==> src/rtl/uart_pkg.sv <==
// rtl/uart_pkg.sv - shared FSM encoding and baud timing helpers for the UART transmitter
package uart_pkg;

  localparam logic [1:0] ST_IDLE  = 2'd0;
  localparam logic [1:0] ST_START = 2'd1;
  localparam logic [1:0] ST_DATA  = 2'd2;
  localparam logic [1:0] ST_STOP  = 2'd3;

  function automatic int symbol_edge_time(input int clock_freq, input int baud_rate);
    return clock_freq / baud_rate;
  endfunction

  // Never narrower than one bit, even for a 1-cycle symbol
  function automatic int baud_cnt_width(input int set);
    return (set > 1) ? $clog2(set) : 1;
  endfunction

endpackage

==> src/rtl/sync_fifo.sv <==
// rtl/sync_fifo.sv - single-clock FIFO with wrap-bit pointers and combinational head output
module sync_fifo #(
  parameter int WIDTH = 8,
  parameter int DEPTH = 4
) (
  input  logic             clk,
  input  logic             rst,
  input  logic             push_i,
  input  logic [WIDTH-1:0] din_i,
  input  logic             pop_i,
  output logic [WIDTH-1:0] dout_o,
  output logic             full_o,
  output logic             empty_o
);
  localparam int AW = $clog2(DEPTH);

  logic [WIDTH-1:0] mem_q [DEPTH];
  logic [AW:0]      wr_ptr_q;
  logic [AW:0]      rd_ptr_q;

  assign empty_o = (wr_ptr_q == rd_ptr_q);
  assign full_o  = (wr_ptr_q[AW] != rd_ptr_q[AW]) && (wr_ptr_q[AW-1:0] == rd_ptr_q[AW-1:0]);
  assign dout_o  = mem_q[rd_ptr_q[AW-1:0]];

  always_ff @(posedge clk or negedge rst) begin
    if (!rst) begin
      wr_ptr_q <= '0;
      rd_ptr_q <= '0;
    end else begin
      if (push_i && !full_o) wr_ptr_q <= wr_ptr_q + (AW+1)'(1);
      if (pop_i && !empty_o) rd_ptr_q <= rd_ptr_q + (AW+1)'(1);
    end
  end

  always_ff @(posedge clk) begin
    if (push_i && !full_o) mem_q[wr_ptr_q[AW-1:0]] <= din_i;
  end

endmodule

==> src/rtl/uart_tx_buffered.sv <==
// rtl/uart_tx_buffered.sv - buffered 8N1 UART transmitter with ready/valid byte input
module uart_tx_buffered
  import uart_pkg::*;
#(
  parameter int CLOCK_FREQ = 50_000_000,
  parameter int BAUD_RATE  = 115_200,
  parameter int FIFO_DEPTH = 4
) (
  input  logic       clk,
  input  logic       rst,
  input  logic [7:0] data_in,
  input  logic       data_in_valid,
  output logic       data_in_ready,
  output logic       serial_out,
  output logic       tx_busy
);
  localparam int SET   = symbol_edge_time(CLOCK_FREQ, BAUD_RATE);
  localparam int CNT_W = baud_cnt_width(SET);
  localparam logic [CNT_W-1:0] CNT_LAST = CNT_W'(SET - 1);

  logic [1:0]       state_q, state_d;
  logic [CNT_W-1:0] cnt_q, cnt_d;
  logic [2:0]       bit_q, bit_d;
  logic [7:0]       tx_shift_q, tx_shift_d;
  logic             out_q, out_d;
  logic             busy_q;
  logic             ready_en_q;
  logic             fifo_full, fifo_empty, fifo_pop, fifo_push, bit_end;
  logic [7:0]       fifo_dout;

  // ready comes only from flops, so there is no path from data_in_valid
  assign data_in_ready = ready_en_q && !fifo_full;
  assign fifo_push     = data_in_valid && data_in_ready;
  assign serial_out    = out_q;
  assign tx_busy       = busy_q;
  assign bit_end       = (cnt_q == CNT_LAST);

  sync_fifo #(.WIDTH(8), .DEPTH(FIFO_DEPTH)) u_fifo (
    .clk     (clk),
    .rst     (rst),
    .push_i  (fifo_push),
    .din_i   (data_in),
    .pop_i   (fifo_pop),
    .dout_o  (fifo_dout),
    .full_o  (fifo_full),
    .empty_o (fifo_empty)
  );

  always_comb begin
    state_d    = state_q;
    cnt_d      = cnt_q;
    bit_d      = bit_q;
    tx_shift_d = tx_shift_q;
    out_d      = out_q;
    fifo_pop   = 1'b0;
    case (state_q)
      ST_IDLE: begin
        out_d = 1'b1;
        if (!fifo_empty) begin
          fifo_pop   = 1'b1;
          tx_shift_d = fifo_dout;
          cnt_d      = '0;
          bit_d      = '0;
          state_d    = ST_START;
          out_d      = 1'b0;
        end
      end
      ST_START: begin
        if (bit_end) begin
          cnt_d   = '0;
          bit_d   = '0;
          state_d = ST_DATA;
          out_d   = tx_shift_q[0];
        end else begin
          cnt_d = cnt_q + CNT_W'(1);
        end
      end
      ST_DATA: begin
        if (bit_end) begin
          cnt_d = '0;
          if (bit_q == 3'd7) begin
            state_d = ST_STOP;
            out_d   = 1'b1;
          end else begin
            bit_d = bit_q + 3'd1;
            out_d = tx_shift_q[bit_q + 3'd1];
          end
        end else begin
          cnt_d = cnt_q + CNT_W'(1);
        end
      end
      ST_STOP: begin
        if (bit_end) begin
          cnt_d = '0;
          bit_d = '0;
          // Chain straight into the next start bit when more data is waiting
          if (!fifo_empty) begin
            fifo_pop   = 1'b1;
            tx_shift_d = fifo_dout;
            state_d    = ST_START;
            out_d      = 1'b0;
          end else begin
            state_d = ST_IDLE;
            out_d   = 1'b1;
          end
        end else begin
          cnt_d = cnt_q + CNT_W'(1);
        end
      end
      default: begin
        state_d = ST_IDLE;
        out_d   = 1'b1;
      end
    endcase
  end

  always_ff @(posedge clk or negedge rst) begin
    if (!rst) begin
      state_q    <= ST_IDLE;
      cnt_q      <= '0;
      bit_q      <= '0;
      tx_shift_q <= '0;
      out_q      <= 1'b1;
      busy_q     <= 1'b0;
      ready_en_q <= 1'b0;
    end else begin
      state_q    <= state_d;
      cnt_q      <= cnt_d;
      bit_q      <= bit_d;
      tx_shift_q <= tx_shift_d;
      out_q      <= out_d;
      busy_q     <= (state_q != ST_IDLE) || !fifo_empty;
      ready_en_q <= 1'b1;
    end
  end

endmodule

==> config.mk <==
export PLATFORM = sky130hd
export DESIGN_NAME = uart_tx_buffered
export DESIGN_NICKNAME = d
export VERILOG_FILES = /design/src/rtl/uart_pkg.sv /design/src/rtl/sync_fifo.sv /design/src/rtl/uart_tx_buffered.sv
export SDC_FILE = /design/constraint.sdc
export NUM_CORES = 1
export LEC_CHECK = 0
export ABC_AREA = 1
export CELL_PAD_IN_SITES_DETAIL_PLACEMENT = 1
export CELL_PAD_IN_SITES_GLOBAL_PLACEMENT = 1
export CORE_MARGIN = 1
export CORE_UTILIZATION = 34
export CTS_BUF_LIST = sky130_fd_sc_hd__clkbuf_8
export DETAILED_ROUTE_END_ITERATION = 10
export PLACE_DENSITY = 0.68
export RECOVER_POWER = 50
export SLEW_MARGIN = 20
export SYNTH_ARGS = -nofsm -noshare
export SYNTH_HDL_FRONTEND = slang
export SYNTH_HIERARCHICAL = 1
export SYNTH_SLANG_ARGS = --single-unit
==> constraint.sdc <==
create_clock -name clk -period 3.1 [get_ports clk]
set_clock_uncertainty 0.15 [all_clocks]
set_input_delay 0.465 -clock clk [delete_from_list [all_inputs] [get_ports clk]]
set_output_delay 0.465 -clock clk [all_outputs]
set_load 0.1 [all_outputs]
==> metrics.md, run 1 <==
| Metric | Value |
|---|---|
| Vias in the first global route | `2254` |
| Syn_nets | `348` |
| Post-route ant nets | `0` |
| Reg clk slew, reported paths | `70 ps` |
| Starting density of the core | `0.352` |
| Crit path kind | `flip-flop to flip-flop` |
| Crit-path max cell delay | `around 550 ps` |
| Initial antenna violation count | `0` |
| CTS Buffer Depth | `2` |
| Worst endpoint required time | `2930 ps` |
| Number of buffers created by CTS | `9` |
| Synth warn | `6` |
| Max-Cap Viols | `1` |
| Routed WL | `6.27 mm` |
| Die H | `97.2 um` |
| Crit end category | `flip-flop` |
| Post-cts resize count | `0` |
| Yosys top cell area share | `0.312` |
| Final net count | `371` |
| Area of the core | `0.00876 mm2` |
| CTS Root Cell | `clkbuf_8` |
| Finished layout cell area | `0.00355 mm2` |
| Pin count of the biggest net entering global routing | `32` |
| Main area contributors after synthesis | `edfxtp_1 31%, dfrtp_1 24%, nand2_1 10%` |
| Post-synthesis instance total | `323` |
| Cell Rows | `34` |
| Register area share after synthesis | `0.564` |
| Layout filler cell count | `1018` |
| Clk sinks | `63` |
| RSZ-0062 raised after global routing | `no` |
| Final TNS setup | `0 ps` |
| Cts-stage hold buffer count | `0` |
| Mean Syn Cell Area | `9.54 um2` |
| Placed cell count | `443` |
| Cell area after synthesis | `0.00308 mm2` |
| CTS tree | `done` |
| Peak VDD IR | `between 300 and 400 uV` |
| Min setup slack post-route | `464 ps` |
| Global-route wire length before repair | `10.7 mm` |
| Share of post-route cells with drive strength above 1 | `0.114` |
| Pwr Density | `969 mW/mm2` |
| Setup-failing EPs final | `0` |
| Unique masters post-synth | `32` |
| Placed Area | `0.00333 mm2` |
| Crit-path leading delay family | `simple AND/OR/NAND/NOR gates` |
| Vias after detailed routing | `2173` |
| Relative slew slack | `-0.148` |
| Crit share post-route | `0.850` |
| Post-route insts no fill | `459` |
| ANT cells | `0` |
| Fmax | `roughly 0.38 GHz` |
| Worst Path Buf+Inv | `3` |
| Clock latency on the worst-skew pair | `340 ps` |
| DRT Pass-1 Iters | `4` |
| Multi-input combinational cell area | `approximately 0.0012 mm2` |
| Worst hold path class | `flip-flop to flip-flop` |
| Final Slew Violations | `32` |
| Tmin final | `2640 ps` |
| Failing checks | `max-capacitance violations, max-slew violations` |
| GRT Total Usage | `0.144` |
| Vias per cell | `4.73` |
| Drt drc | `0` |
| Worst Tran Pin Value | `1720 ps` |
| Cells along the critical path | `inv_1, nand2_1, nand2_1, nand3_2, inv_1, nor3b_1, buf_4, nand2_4, nor2_1` |
| Dpl hpwl | `4.68 mm` |
| R2R setup slack | `460 ps` |
| Gpl congestion | `approximately 0.76` |
| Drt wl/cell | `between 10 and 15 um` |
| Crit path max-delay cell type | `nor2_1` |
| Overflow after GRT | `0` |
| I/O pins | `14` |
| Worst slack at placement | `431 ps` |
| Worst path arrival time | `2460 ps` |
| Critical path fanouts, max | `12` |
| Synth area leader | `edfxtp_1` |
| Die ar. | `0.00945 mm2` |
| CP startpoint kind | `flip-flop` |
| Storage cell area | `0.00174 mm2` |
| Setup bufs post-CTS | `0` |
| Chip Width | `97.2 um` |
| CTS HTree Levels | `3` |
| Buffers added on ports | `13` |
| Worst hold slack | `roughly 330 ps` |
| Fin. Hold Viols | `0` |
| Number of DRC markers in iteration 0 | `52` |
| Outcome | `complete, but fails checks` |
| Syn-to-layout area delta | `15.3%` |
| Cell leakage power | `1.61 nW` |
| Synthesized flop and latch total | `63` |
==> power by group <==
| group | internal (mW) | switching (mW) |
|---|---|---|
| Sequential | 1.09 | 0.153 |
| Combinational | 0.467 | 0.921 |
| Clock | 0.464 | 0.350 |
==> placed cells by master, fill, tap and decap left out <==
master,n
nand2_1,85
inv_1,34
edfxtp_1,32
nand3_1,30
dfrtp_1,30
nor2_1,24
o21ai_0,20
ha_1,14
o22ai_1,10
clkbuf_8,9
dlygate4sd3_1,9
nand2_4,5
buf_4,5
o21ai_1,4
nand4_1,4
nand2_2,3
inv_2,3
nand3b_1,3
inv_6,3
a21oi_1,2
xor2_1,2
bufinv_16,2
clkinv_4,2
clkbuf_1,2
nand3_2,2
nor3b_1,1
nor3_2,1
nor2_4,1
nor2_2,1
xnor2_1,1
or2_2,1
o31ai_1,1
nor3_1,1
clkdlybuf4s50_1,1
conb_1,1
dfstp_2,1
xnor2_2,1
==> cells in the mapped netlist, drive strengths merged <==
master / n
nand3: 32
inv: 37
conb: 1
a21oi: 2
nor3: 2
ha: 14
dfrtp: 30
dfstp: 1
o22ai: 10
nand4: 4
edfxtp: 32
o31ai: 1
xnor2: 2
nand3b: 3
buf: 5
nor2: 26
nor3b: 1
xor2: 2
nand2: 93
or2: 1
o21ai: 24
==> per-stage QoR <==
stage                     total power, mW  utilization
final                                3.45        0.406
after CTS                            3.52        0.406
after global placement               2.63        0.380
after detailed placement             2.68        0.380
after global routing                 3.74        0.406
after floorplan                      2.34            -
==> final cells by class <==
| type | instances | area share |
|---|---|---|
| Inverter | 37 | 0.0391 |
| Sequential cell | 63 | 0.489 |
| Clock buffer | 9 | 0.0348 |
| Multi-Input combinational cell | 218 | 0.329 |
| Tap cell | 108 | 0.0380 |
| Timing Repair Buffer | 17 | 0.0408 |
| Clock inverter | 7 | 0.0292 |
==> flip-flops by register name (all words and copies together), names as in the netlist <==
signal	cells
bit_q	3
cnt_q	9
ready_en_q	1
serial_out	1
state_q	2
tx_busy	1
tx_shift_q	8
u_fifo/mem_q	32
u_fifo/rd_ptr_q	3
u_fifo/wr_ptr_q	3
==> cells by family after synthesis <==
logic type	after synthesis	synth area share
AO/OA/AOI/OAI	37	0.0649
other	1	0.00122
adder cells (fa/ha/maj)	14	0.0568
flip-flops	63	0.564
AND/OR/NAND/NOR	162	0.243
XOR/XNOR	4	0.0138
buffers and inverters	42	0.0568
==> layer usage <==
metal	up-vias	track usage	share of wire
met5	-	0	0
met4	0	0.0475	0.0097
met3	6	0.0453	0.028
met2	21	0.229	0.47
met1	1029	0.188	0.50
li1	1117	-	-
==> worst reg2reg max path, cell delays in order, from the launching register on <==
cell     delay, ps
dfrtp_1        540
inv_1          210
nand2_1        100
nand2_1         90
nand3_2        150
inv_1           70
nor3b_1        190
buf_4          170
nand2_4         60
nor2_1         550
==> path summary, 6_finish.rpt <==
check	startpoint	end	depth (start not counted)
max in group asynchronous	rst	u_fifo/rd_ptr_q[0]$_DFFE_PN0P_	2
min reg2reg	tx_shift_q[1]$_DFFE_PN0P_	tx_shift_q[1]$_DFFE_PN0P_	2
max reg2reg	u_fifo/rd_ptr_q[1]$_DFFE_PN0P_	u_fifo/mem_q[0][6]$_DFFE_PP_	9
max	u_fifo/rd_ptr_q[1]$_DFFE_PN0P_	u_fifo/mem_q[0][6]$_DFFE_PP_	9
min	tx_shift_q[1]$_DFFE_PN0P_	tx_shift_q[1]$_DFFE_PN0P_	2
min in group asynchronous	rst	cnt_q[2]$_DFFE_PN0P_	2
Power figures use the tool's default switching activity.
==> run 2: changes to the inputs <==
Settings changed: PLACE_DENSITY 0.68 to 0.7.
==> run 2 against run 1 <==
The flow still finishes with violations (max-capacitance violations, max-slew violations). Sequential share of layout area is essentially flat. Setup slack lost 27 ps. Routed wire length grew 4.3%. Critical path depth is the same. Count of clock-buffer cells in the layout is the same. Largest cell class unchanged. Highest routed layer unchanged.
==> metrics.md, run 2 (synthesis results as in run 1) <==
| Metric | Value |
|---|---|
| Outcome | `complete, but fails checks (unchanged)` |
| Failing checks | `max-capacitance violations, max-slew violations (unchanged)` |
| Tmin final | `2660 ps (was 2640 ps)` |
| Area of the core | `0.00876 mm2 (unchanged)` |
| Setup-failing EPs final | `0 (unchanged)` |
| RSZ-0062 raised after global routing | `no (unchanged)` |
| Overflow after GRT | `0 (unchanged)` |
| Dpl hpwl | `4.91 mm (was 4.68 mm)` |
| Routed WL | `6.54 mm (was 6.27 mm)` |
| Number of buffers created by CTS | `9 (unchanged)` |
| Drt wl/cell | `14.2 um (was 13.7 um)` |
| Post-route insts no fill | `459 (unchanged)` |
| Clk sinks | `63 (unchanged)` |
| Crit share post-route | `0.859 (was 0.850)` |
| Most common cell after layout, fill and taps aside | `nand2_1 (unchanged)` |
| Worst endpoint required time | `2920 ps (was 2930 ps)` |
| Cell Rows | `34 (unchanged)` |
| Cts-stage hold buffer count | `0 (unchanged)` |
| Placed Area | `0.00333 mm2 (unchanged)` |
| Crit end category | `flip-flop (unchanged)` |
| Final net count | `371 (unchanged)` |
| Global-route wire length before repair | `11.3 mm (was 10.7 mm)` |
| Final core utilization | `0.405 (was 0.406)` |
| Post-cts resize count | `0 (unchanged)` |
| Crit path max-delay cell type | `nor2_1 (unchanged)` |
| Setup bufs post-CTS | `0 (unchanged)` |
| CTS tree | `done (unchanged)` |
| Peak VDD IR | `358 uV (was 367 uV)` |
| Max-Cap Viols | `1 (unchanged)` |
| Die H | `97.2 um (unchanged)` |
| Initial antenna violation count | `0 (unchanged)` |
| Pwr Density | `974 mW/mm2 (was 969 mW/mm2)` |
| Final TNS setup | `0 ps (unchanged)` |
| Critical path fanouts, max | `12 (unchanged)` |
| Placed cell count | `443 (unchanged)` |
| Layout filler cell count | `999 (was 1018)` |
| Worst Tran Pin Value | `1720 ps (about the same)` |
| CTS Root Cell | `clkbuf_8 (unchanged)` |
| Chip Width | `97.2 um (unchanged)` |
| Relative slew slack | `-0.149 (was -0.148)` |
| CP startpoint kind | `flip-flop (unchanged)` |
| Vias after detailed routing | `2228 (was 2173)` |
| Post-route ant nets | `0 (unchanged)` |
| Starting density of the core | `0.352 (unchanged)` |
| Gpl congestion | `0.782 (was 0.757)` |
| GRT Total Usage | `0.150 (was 0.144)` |
| Vias per cell | `4.85 (was 4.73)` |
| Final Slew Violations | `32 (unchanged)` |
| Die ar. | `0.00945 mm2 (unchanged)` |
| Fmax | `0.376 GHz (was 0.379 GHz)` |
| Worst hold path class | `flip-flop to flip-flop (unchanged)` |
| Max reg flops | `32 (unchanged)` |
| Crit path kind | `flip-flop to flip-flop (unchanged)` |
| I/O pins | `14 (unchanged)` |
| Cells along the critical path | `inv_1, nand2_1, nand2_1, nand3_2, inv_1, nor3b_1, buf_4, nand2_4, nor2_1 (unchanged)` |
| Syn-to-layout area delta | `15.3% (about the same)` |
| Worst Path Buf+Inv | `3 (unchanged)` |
| Fin. Hold Viols | `0 (unchanged)` |
| Clock latency on the worst-skew pair | `340 ps (about the same)` |
| Tot Pwr | `3.46 mW (was 3.45 mW)` |
| Crit-path leading delay family | `simple AND/OR/NAND/NOR gates (unchanged)` |
| Drt drc | `0 (unchanged)` |
| DRT Pass-1 Iters | `4 (unchanged)` |
| Cell leakage power | `1.60 nW (was 1.61 nW)` |
| Buffers added on ports | `13 (unchanged)` |
| Crit-path max cell delay | `560 ps (was 550 ps)` |
| Worst path arrival time | `2490 ps (was 2460 ps)` |
| ANT cells | `0 (unchanged)` |
| CTS Buffer Depth | `2 (unchanged)` |
| CTS HTree Levels | `3 (unchanged)` |
| Number of DRC markers in iteration 0 | `29 (was 52)` |
| Reg clk slew, reported paths | `70 ps (about the same)` |
| Share of post-route cells with drive strength above 1 | `0.114 (unchanged)` |
| Pin count of the biggest net entering global routing | `32 (unchanged)` |
| Vias in the first global route | `2370 (was 2254)` |
| Commonest non-fill, non-tap cells in the layout | `85 x nand2_1, 34 x inv_1, 32 x edfxtp_1, 30 x nand3_1, 30 x dfrtp_1 (unchanged)` |
| Finished layout cell area | `0.00355 mm2 (about the same)` |
run 2: worst paths after layout:
check / depth (start not counted) / slack (ps) / from / to
setup / recovery: 9 / 440 / u_fifo/rd_ptr_q[1]$_DFFE_PN0P_ / u_fifo/mem_q[0][6]$_DFFE_PP_
hold / removal: 2 / 320 / tx_shift_q[4]$_DFFE_PN0P_ / tx_shift_q[4]$_DFFE_PN0P_
setup reg to reg: 9 / 440 / u_fifo/rd_ptr_q[1]$_DFFE_PN0P_ / u_fifo/mem_q[0][6]$_DFFE_PP_
hold reg to reg: 2 / 320 / tx_shift_q[4]$_DFFE_PN0P_ / tx_shift_q[4]$_DFFE_PN0P_
max in group asynchronous: 2 / 840 / rst / tx_shift_q[2]$_DFFE_PN0P_
min in group asynchronous: 2 / 960 / rst / cnt_q[2]$_DFFE_PN0P_
run 2: final cells by class:
class	count	area [um2]	area share
Tap cell	108	135	0.0380
Multi-Input combinational cell	218	1170	0.329
Clock inverter	7	103	0.0289
Sequential cell	63	1740	0.489
Clock buffer	9	124	0.0349
Timing Repair Buffer	17	145	0.0408
Inverter	37	139	0.0391
run 2: routing by layer:
metal	wire length, um	up-vias	GRT usage
met1	3210	1084	0.195
met5	0	-	0
li1	-	1115	-
met2	3120	24	0.248
met3	152	5	0.0367
met4	57	0	0.0441
run 2: through the flow:
stage	hold slack [ps]	worst slack, ps
after floorplan	19.4	361
after global placement	309	601
after detailed placement	313	457
after CTS	332	436
after global routing	360	257
final	323	437
run 2: report_power, final:
part,internal [mW],switching (mW)
Clock,0.462,0.351
Sequential,1.09,0.158
Combinational,0.469,0.930
Total,2.02,1.44
run 2: worst register-to-register path, stage by stage (launching register included):
cell	delay [ps]
dfrtp_1	550
inv_1	210
nand2_1	100
nand2_1	80
nand3_2	150
inv_1	70
nor3b_1	190
buf_4	170
nand2_4	70
nor2_1	560
==> run 3: changes to the inputs <==
Settings changed: CORE_MARGIN 1 to 2.
==> run 3 against run 2 <==
Largest cell class unchanged. Setup slack improved by 13 ps. Die area increased by 4.2%. Count of clock-buffer cells in the layout did not move. The flow still finishes with violations (max-capacitance violations, max-slew violations). Sequential power about the same. Cell count did not move. Cell area is 0.18% lower. Combinational power hardly changed. Non-clock buffer count unchanged.
==> metrics.md, run 3 (synthesis results as in run 1) <==
| Metric | Value |
|---|---|
| Worst hold slack | `327 ps (was 323 ps)` |
| Number of DRC markers in iteration 0 | `36 (was 29)` |
| Crit path kind | `flip-flop to flip-flop (unchanged)` |
| Clk sinks | `63 (unchanged)` |
| Multi-input combinational cell area | `0.00117 mm2 (unchanged)` |
| CTS Buffer Depth | `2 (unchanged)` |
| Gpl congestion | `0.829 (was 0.782)` |
| Tot Pwr | `3.44 mW (was 3.46 mW)` |
| Most common cell after layout, fill and taps aside | `nand2_1 (unchanged)` |
| Clock latency on the worst-skew pair | `340 ps (about the same)` |
| CTS HTree Levels | `3 (unchanged)` |
| Worst Path Buf+Inv | `3 (unchanged)` |
| Routed WL | `6.66 mm (was 6.54 mm)` |
| Worst Tran Pin Value | `1700 ps (was 1720 ps)` |
| Drt wl/cell | `14.5 um (was 14.2 um)` |
| Die ar. | `0.00985 mm2 (was 0.00945 mm2)` |
| Vias after detailed routing | `2229 (was 2228)` |
| Reg clk slew, reported paths | `70 ps (about the same)` |
| DRT Pass-1 Iters | `4 (unchanged)` |
| Worst path arrival time | `2470 ps (was 2490 ps)` |
| Worst slack at placement | `448 ps (was 457 ps)` |
| Syn-to-layout area delta | `15.1% (was 15.3%)` |
| Chip Width | `99.2 um (was 97.2 um)` |
| Area of the core | `0.00876 mm2 (unchanged)` |
| Worst hold path class | `flip-flop to flip-flop (unchanged)` |
| Dpl hpwl | `5.13 mm (was 4.91 mm)` |
| Cell leakage power | `1.59 nW (was 1.60 nW)` |
| Overflow after GRT | `0 (unchanged)` |
| Fin. Hold Viols | `0 (unchanged)` |
| Critical path fanouts, max | `12 (unchanged)` |
| Max reg flops | `32 (unchanged)` |
| Peak VDD IR | `435 uV (was 358 uV)` |
| Share of post-route cells with drive strength above 1 | `0.111 (was 0.114)` |
| Post-route ant nets | `0 (unchanged)` |
| Final net count | `371 (unchanged)` |
| Failing checks | `max-capacitance violations, max-slew violations (unchanged)` |
| Initial antenna violation count | `0 (unchanged)` |
| I/O pins | `14 (unchanged)` |
| Pin count of the biggest net entering global routing | `32 (unchanged)` |
| Buffers added on ports | `13 (unchanged)` |
| ANT cells | `0 (unchanged)` |
| Global-route wire length before repair | `11.4 mm (was 11.3 mm)` |
| Die H | `99.2 um (was 97.2 um)` |
| Fmax | `0.377 GHz (was 0.376 GHz)` |
| Min setup slack post-route | `450 ps (was 437 ps)` |
| Placed Area | `0.00333 mm2 (unchanged)` |
| Post-cts resize count | `0 (unchanged)` |
| Crit path max-delay cell type | `dfrtp_1 (was nor2_1)` |
| Finished layout cell area | `0.00355 mm2 (about the same)` |
| Layout filler cell count | `1006 (was 999)` |
| RSZ-0062 raised after global routing | `no (unchanged)` |
| Setup bufs post-CTS | `0 (unchanged)` |
| Starting density of the core | `0.352 (unchanged)` |
| Outcome | `complete, but fails checks (unchanged)` |
| CTS tree | `done (unchanged)` |
| Final TNS setup | `0 ps (unchanged)` |
| Crit end category | `flip-flop (unchanged)` |
| Commonest non-fill, non-tap cells in the layout | `85 x nand2_1, 34 x inv_1, 32 x edfxtp_1, 30 x nand3_1, 30 x dfrtp_1 (unchanged)` |
| Cell Rows | `34 (unchanged)` |
| CP startpoint kind | `flip-flop (unchanged)` |
| Cells along the critical path | `inv_1, nand2_1, nand2_1, nand3_2, inv_1, nor3b_1, buf_4, nand2_4, nor2_1 (unchanged)` |
| Vias in the first global route | `2317 (was 2370)` |
| Pwr Density | `971 mW/mm2 (was 974 mW/mm2)` |
| Vias per cell | `4.86 (was 4.85)` |
| CTS Root Cell | `clkbuf_8 (unchanged)` |
| Crit share post-route | `0.855 (was 0.859)` |
| Drt drc | `0 (unchanged)` |
| Worst endpoint required time | `2920 ps (about the same)` |
| Tmin final | `2650 ps (was 2660 ps)` |
| Storage cell area | `0.00174 mm2 (unchanged)` |
| R2R setup slack | `450 ps (was 440 ps)` |
| Final Slew Violations | `32 (unchanged)` |
| Setup-failing EPs final | `0 (unchanged)` |
| Cts-stage hold buffer count | `0 (unchanged)` |
| GRT Total Usage | `0.149 (was 0.150)` |
| Max-Cap Viols | `1 (unchanged)` |
| Number of buffers created by CTS | `9 (unchanged)` |
| Relative slew slack | `-0.132 (was -0.149)` |
| Crit-path max cell delay | `540 ps (was 560 ps)` |
| Crit-path leading delay family | `simple AND/OR/NAND/NOR gates (unchanged)` |
run 3: per-layer routing:
layer	vias up	GRT usage	wire, um
li1	1117	-	-
met1	1073	0.181	3100
met2	27	0.251	3240
met3	12	0.0358	175
met4	0	0.0643	149
met5	-	0	0
run 3: final cells by class:
cell class,instances,area share
Sequential cell,63,0.490
Clock buffer,9,0.0349
Inverter,37,0.0392
Tap cell,108,0.0381
Timing Repair Buffer,17,0.0409
Clock inverter,7,0.0272
Multi-Input combinational cell,218,0.330
run 3: metrics by stage:
| stage | std cells | util |
|---|---|---|
| final | 459 | 0.405 |
| after global routing | 459 | 0.405 |
| after CTS | 459 | 0.406 |
| after detailed placement | 443 | 0.380 |
| after global placement | 443 | 0.380 |
| after floorplan | 323 | - |
run 3: worst paths after layout:
check	start	to	cells past startpoint
min reg2reg	tx_shift_q[6]$_DFFE_PN0P_	tx_shift_q[6]$_DFFE_PN0P_	2
max in group asynchronous	rst	tx_shift_q[7]$_DFFE_PN0P_	2
min in group asynchronous	rst	cnt_q[7]$_DFFE_PN0P_	2
min	tx_shift_q[6]$_DFFE_PN0P_	tx_shift_q[6]$_DFFE_PN0P_	2
max reg2reg	u_fifo/rd_ptr_q[1]$_DFFE_PN0P_	u_fifo/mem_q[0][0]$_DFFE_PP_	9
max	u_fifo/rd_ptr_q[1]$_DFFE_PN0P_	u_fifo/mem_q[0][0]$_DFFE_PP_	9
run 3: report_power, final:
| group | internal, mW | switching, mW |
|---|---|---|
| registers | 1.09 | 0.155 |
| logic | 0.470 | 0.945 |
| clock network | 0.453 | 0.329 |
| total | 2.01 | 1.43 |
run 3: worst min-delay path, delay by kind of cell, from the launching register on:
kind          cells  cell delay (ps)
flops             1              350
simple gates      2              100
